### src/rtl/pattern_shift_engine.sv
// -----------------------------------------------------------------------------
// pattern_shift_engine
//
// Holds a WIDTH-bit display pattern and, on each internally generated step,
// shifts, rotates or bounces it. The step rate comes from an on-block
// prescaler clocked by SR_CLK. A step fires every rate+1 enabled cycles.
// A synchronous parallel load overrides stepping.
//
// Ports
//   SR_CLK     in   1           system clock, rising-edge
//   SR_CLR     in   1           asynchronous active-high reset
//   en         in   1           run enable for prescaler and shifting
//   mode       in   3           000 hold, 001 shl, 010 shr, 011 rol,
//                               100 ror, 101 bounce, 11x hold
//   rate       in   PRESCALE_W  prescaler terminal count
//   ld         in   1           synchronous parallel load
//   data_in    in   WIDTH       parallel-load value
//   ser_in     in   1           serial fill bit for shift modes
//   shift_out  out  WIDTH       current pattern (registered)
//   step       out  1           pulse in the cycle after a step was applied
//   dir        out  1           bounce direction, 1 = toward MSB
// -----------------------------------------------------------------------------
module pattern_shift_engine #(
   parameter int                WIDTH         = 8,
   parameter int                PRESCALE_W    = 24,
   parameter logic [WIDTH-1:0]  RESET_PATTERN = {{(WIDTH-1){1'b0}}, 1'b1}
) (
   input  logic                  SR_CLK,
   input  logic                  SR_CLR,
   input  logic                  en,
   input  logic [2:0]            mode,
   input  logic [PRESCALE_W-1:0] rate,
   input  logic                  ld,
   input  logic [WIDTH-1:0]      data_in,
   input  logic                  ser_in,
   output logic [WIDTH-1:0]      shift_out,
   output logic                  step,
   output logic                  dir
);

   typedef enum logic [2:0] {
      MODE_HOLD   = 3'b000,
      MODE_SHL    = 3'b001,
      MODE_SHR    = 3'b010,
      MODE_ROL    = 3'b011,
      MODE_ROR    = 3'b100,
      MODE_BOUNCE = 3'b101
   } mode_t;

   // Bounce direction doubles as the state of the bounce FSM.
   typedef enum logic {
      DIR_RIGHT = 1'b0,
      DIR_LEFT  = 1'b1
   } dir_t;

   logic [WIDTH-1:0]      r_q;
   logic [PRESCALE_W-1:0] r_cnt;
   logic                  r_step;
   dir_t                  r_dir;

   logic [WIDTH-1:0]      w_q_nxt;
   logic [PRESCALE_W-1:0] w_cnt_nxt;
   logic                  w_step_nxt;
   dir_t                  w_dir_nxt;
   logic                  w_tick;

   // ">=" rather than "==" so that lowering rate below the running count
   // ticks on the next enabled cycle instead of waiting for a wrap.
   assign w_tick = en && (r_cnt >= rate);

   // NOTE: every output of this block gets a default first, so no path leaves
   // a value unassigned and no latch is inferred.
   always_comb begin
      w_q_nxt    = r_q;
      w_cnt_nxt  = r_cnt;
      w_step_nxt = 1'b0;
      w_dir_nxt  = r_dir;

      if (ld) begin
         // Load beats a coincident tick: restart counting, no step pulse.
         w_q_nxt   = data_in;
         w_cnt_nxt = '0;
         w_dir_nxt = DIR_LEFT;
      end else if (w_tick) begin
         w_cnt_nxt  = '0;
         w_step_nxt = 1'b1;
         case (mode)
            MODE_SHL: w_q_nxt = {r_q[WIDTH-2:0], ser_in};
            MODE_SHR: w_q_nxt = {ser_in, r_q[WIDTH-1:1]};
            MODE_ROL: w_q_nxt = {r_q[WIDTH-2:0], r_q[WIDTH-1]};
            MODE_ROR: w_q_nxt = {r_q[0], r_q[WIDTH-1:1]};
            MODE_BOUNCE: begin
               // Reaching an end reverses and moves away in the same tick.
               // A zero pattern never hits an end, so dir stays put.
               if (r_dir == DIR_LEFT) begin
                  if (r_q[WIDTH-1]) begin
                     w_dir_nxt = DIR_RIGHT;
                     w_q_nxt   = {1'b0, r_q[WIDTH-1:1]};
                  end else begin
                     w_q_nxt   = {r_q[WIDTH-2:0], 1'b0};
                  end
               end else begin
                  if (r_q[0]) begin
                     w_dir_nxt = DIR_LEFT;
                     w_q_nxt   = {r_q[WIDTH-2:0], 1'b0};
                  end else begin
                     w_q_nxt   = {1'b0, r_q[WIDTH-1:1]};
                  end
               end
            end
            // Hold and the reserved codes leave the pattern, but still step.
            default: w_q_nxt = r_q;
         endcase
      end else if (en) begin
         w_cnt_nxt = r_cnt + PRESCALE_W'(1);
      end
   end

   // NOTE: sequential state uses non-blocking assignments so every register
   // samples the pre-edge values, independent of statement order.
   always_ff @(posedge SR_CLK or posedge SR_CLR) begin
      if (SR_CLR) begin
         r_q    <= RESET_PATTERN;
         r_cnt  <= '0;
         r_step <= 1'b0;
         r_dir  <= DIR_LEFT;
      end else begin
         r_q    <= w_q_nxt;
         r_cnt  <= w_cnt_nxt;
         r_step <= w_step_nxt;
         r_dir  <= w_dir_nxt;
      end
   end

   assign shift_out = r_q;
   assign step      = r_step;
   assign dir       = r_dir;

endmodule
### config.mk
export PLATFORM = sky130hd
export DESIGN_NAME = pattern_shift_engine
export DESIGN_NICKNAME = d
export VERILOG_FILES = /design/src/rtl/pattern_shift_engine.sv
export SDC_FILE = /design/constraint.sdc
export NUM_CORES = 1
export LEC_CHECK = 0
export ABC_AREA = 0
export BUFFER_PORTS_ARGS = -buffer_cell sky130_fd_sc_hd__clkbuf_2
export CELL_PAD_IN_SITES_DETAIL_PLACEMENT = 1
export CELL_PAD_IN_SITES_GLOBAL_PLACEMENT = 2
export CORE_UTILIZATION = 36
export DETAILED_ROUTE_END_ITERATION = 7
export PLACE_DENSITY_LB_ADDON = 0.15
export SLEW_MARGIN = 20
export SYNTH_ARGS = -nofsm -noshare
export SYNTH_HDL_FRONTEND = slang
export SYNTH_SLANG_ARGS = --single-unit
### constraint.sdc
create_clock -name SR_CLK -period 5.2 [get_ports SR_CLK]
set_clock_uncertainty 0.15 [all_clocks]
set_input_delay 1.04 -clock SR_CLK [delete_from_list [all_inputs] [get_ports SR_CLK]]
set_output_delay 1.04 -clock SR_CLK [all_outputs]
set_load 0.02 [all_outputs]
==> results.md <==
* Setup TNS Final at 0 ns
* Layout cells sized above 1 at 0.2104
* Register area share after synthesis at 0.3136
* Synth Area in Compound Gates at 0.2000
* HPWL Detailed at ~5.3 mm
* CP endpoint: shift_out[1]
* Fin crit share at 0.6366
* Via count at 2471
* Pre-CTS setup slack at between 1.5 and 2 ns
* Cell area after layout at between 0.003 and 0.004 mm²
* H-tree depth reported by CTS at 2
* Worst Setup SP: rate[0]
* Site row count at 31
* Post-synth top flop: dfrtp_1
* Starting density of the core at 0.3732
* Async SR Flop Fraction at 1.000
* Synth area leader: dfrtp_1
* Worst R2R End: shift_out[1]
* Synth Area per Inst at roughly 8.5 µm²
* Yosys top cell area share at 0.2943
* Xor/xnor cell area share of the yosys netlist at 0.03540
* Worst slew margin at 0.3372
* Max-slew violations at 0
* Max Fclk at just over 0.3 GHz
* Multi-input logic area at ~0.0017 mm²
* Cell breakdown of the critical path: clkbuf_2, ha_1, nand2b_1, a211oi_2, o221ai_1, a221oi_4, buf_4, nor4_1, a221o_1
* Worst Hold Class: reg -> reg
* Worst-Margin Slew at around 0.99 ns
* Number of hold buffers added after cts at 0
* Simple-gate share of the synthesized area at 0.2391
* Num CTS Buffers at 5
* Largest family of logic cells by synthesized area: simple AND/OR/NAND/NOR gates
* CTS tree: done
* Kind of critical path: in -> reg
* Area of the core at roughly 0.0073 mm²
* Seq cells post-synth at 34
* # clock sinks at 34
* Worst-path fanout max at 21
* Die span in x at 88.95 µm
* Synth area leaders: dfrtp_1 29%, ha_1 11%, inv_1 5.0%, a21oi_1 4.2%, nand2_1 4.1%
* Postcts setup bufs at 0
* DRC viols at 0
* Final hold violations at 0
* RSZ-0062 raised after global routing: no
* Req. time, crit path at between 5 and 6 ns
* GRT Total Usage at 0.2026
* Buf/Inv on CP at 2
* IO buf count at 49
* Area Growth Syn to Fin at 14.90%
* Crit end category: flip-flop
* R2r worst-path depth at 9
* Worst VDD drop at roughly 0.11 mV
* CP top delay family: compound AO/OA/AOI/OAI gates
* EDFF count, synth at 0
* Worst EP arrival at roughly 3.3 ns
* Outcome: complete, no violations
* DR iter-0 viols at 83
* Worst r2r src: r_cnt[0]
* Syn nets at a little under 400
* Yosys cell types at 50
* Yosys warning count at 0
* Crit-path slowest cell: a221oi_4
* Max_cap viols at 0
* Sequential cell area at around 850 µm²
* Antenna-violating nets left at 0
* PD cells at roughly 190 mW/mm²
* Initial antenna violation count at 0
* Gpl congestion at 0.7756
* R2R Setup Slk at 2.23 ns
* Post-CTS resize count at 0
* Vias per std cell at 5.314
* First-pass DRT Iterations at 4
* Min Clock Period, post-route at 3.310 ns
* Clk_lat worst skew at 0.30 ns
* IO Pins at 50
* Drt wl/cell at 15.18 µm
* Adder-Cell Fraction of Synth Area at 0.1149
* Worst-path clk slew at roughly 0.080 ns
* Fill count at ~930
* Largest net degree at the start of global routing at 50
* Die Ht at 88.95 µm
* Die Area at about 0.008 mm²
* Clock Tree Buf Depth at 2
* Leakage power at 1.427 nW
* Levels on crit path at 9
* Final setup viols at 0
* Design Power at 0.5930 mW
* Synth Cell Area at approximately 0.0027 mm²
* Nets at between 400 and 500
* Post-Synthesis Cells at approximately 320
* Final setup margin at 1.890 ns
* Antenna Cells at 0
* Cell Area, Placed at ~0.003 mm²
* Crit path launch type: input port
* Routed wire length at 7.058 mm
* GRT overflow at 0
* Mux cell area share after synthesis at 0.01471
* Worst path max stage delay at approximately 0.53 ns
* Vias in the first global route at roughly 2600
* First-pass GRT wire length at around 12 mm
* Root Buffer: clkbuf_8
[synthesized netlist by cell type (all sizes together), types with 6 or more instances]
cell type,n
inv,37
dfrtp,32
nand2,31
ha,25
nor2,25
a21oi,23
nand3,14
nand4,9
nor2b,9
nor3,9
o21ai,9
buf,8
a221o,7
clkbuf,7
nand2b,7
nor4,7
o32ai,6
xnor2,6
[registers in the layout, summed over array words and instances, names as in the netlist]
name       cells
shift_out      8
dir            1
step           1
r_cnt         24
[cells in the final DEF (no fill, tap or decap), types with 4 or more instances in the layout]
cell type and n:
clkbuf_2 49, inv_1 36, dfrtp_1 32, nand2_1 30, nor2_1 25, ha_1 25, a21oi_1 23, nand3_1 14
nand4_1 9, nor2b_1 9, nor3_1 7, nand2b_1 7, nor4_1 7, a221o_1 7, o32ai_2 6, xnor2_1 6
clkbuf_8 6, o21ai_1 5, or3_1 5, xor2_1 5, o21ai_0 4, mux2i_1 4
[cells by family after synthesis]
| group | count (synthesis) |
|---|---|
| AO/OA/AOI/OAI | 69 |
| XOR/XNOR | 11 |
| adder cells (fa/ha/maj) | 25 |
| buffers and inverters | 52 |
| flip-flops | 34 |
| multiplexers | 4 |
| AND/OR/NAND/NOR | 127 |
[stage by stage]
| step | hold WS [ns] | util | cells |
|---|---|---|---|
| after CTS | 0.4274 | 0.4288 | 465 |
| after global placement | 0.3897 | 0.4158 | 457 |
| after floorplan | 0.3638 | - | 322 |
| final | 0.4205 | 0.4288 | 465 |
| after global routing | 0.4407 | 0.4288 | 465 |
| after detailed placement | 0.4096 | 0.4158 | 457 |
[layout make-up]
type,instances,share of cell area
multi-input cells,236,0.5294
flip-flops and latches,34,0.2729
repair buffers,51,0.08323
inverters,37,0.04442
well taps,99,0.03962
clock buffers,6,0.02641
clock inverters,2,0.004002
[layer usage]
layer | routed length [µm] | track usage | vias to the layer above
met3 | 212 | 0.03324 | 9
met2 | 3271 | 0.3406 | 48
met4 | 121 | 0.06782 | 0
met1 | 3452 | 0.2660 | 1185
met5 | 0 | 0 | -
li1 | - | - | 1229
[worst min-delay path by stage]
stage / from / endpoint / slack [ns] / cells past startpoint
after detailed placement: r_cnt[23] / r_cnt[23] / 0.41 / 2
after global routing: r_cnt[23] / r_cnt[23] / 0.44 / 2
after CTS: r_cnt[23] / r_cnt[23] / 0.43 / 2
after floorplan: r_cnt[23] / r_cnt[23] / 0.36 / 2
final: r_cnt[23] / r_cnt[23] / 0.42 / 2
after global placement: r_cnt[23] / r_cnt[23] / 0.39 / 2
[where the power goes]
group          internal (mW)  switching (mW)
registers              0.271         0.00916
clock network          0.107           0.107
logic                 0.0407          0.0577
total                  0.419           0.174
[worst min-delay path: stages, from the launching register on]
cell     delay, ns
dfrtp_1       0.38
xnor2_1       0.08
nor2_1        0.08
(Power assumes the default switching activity.)
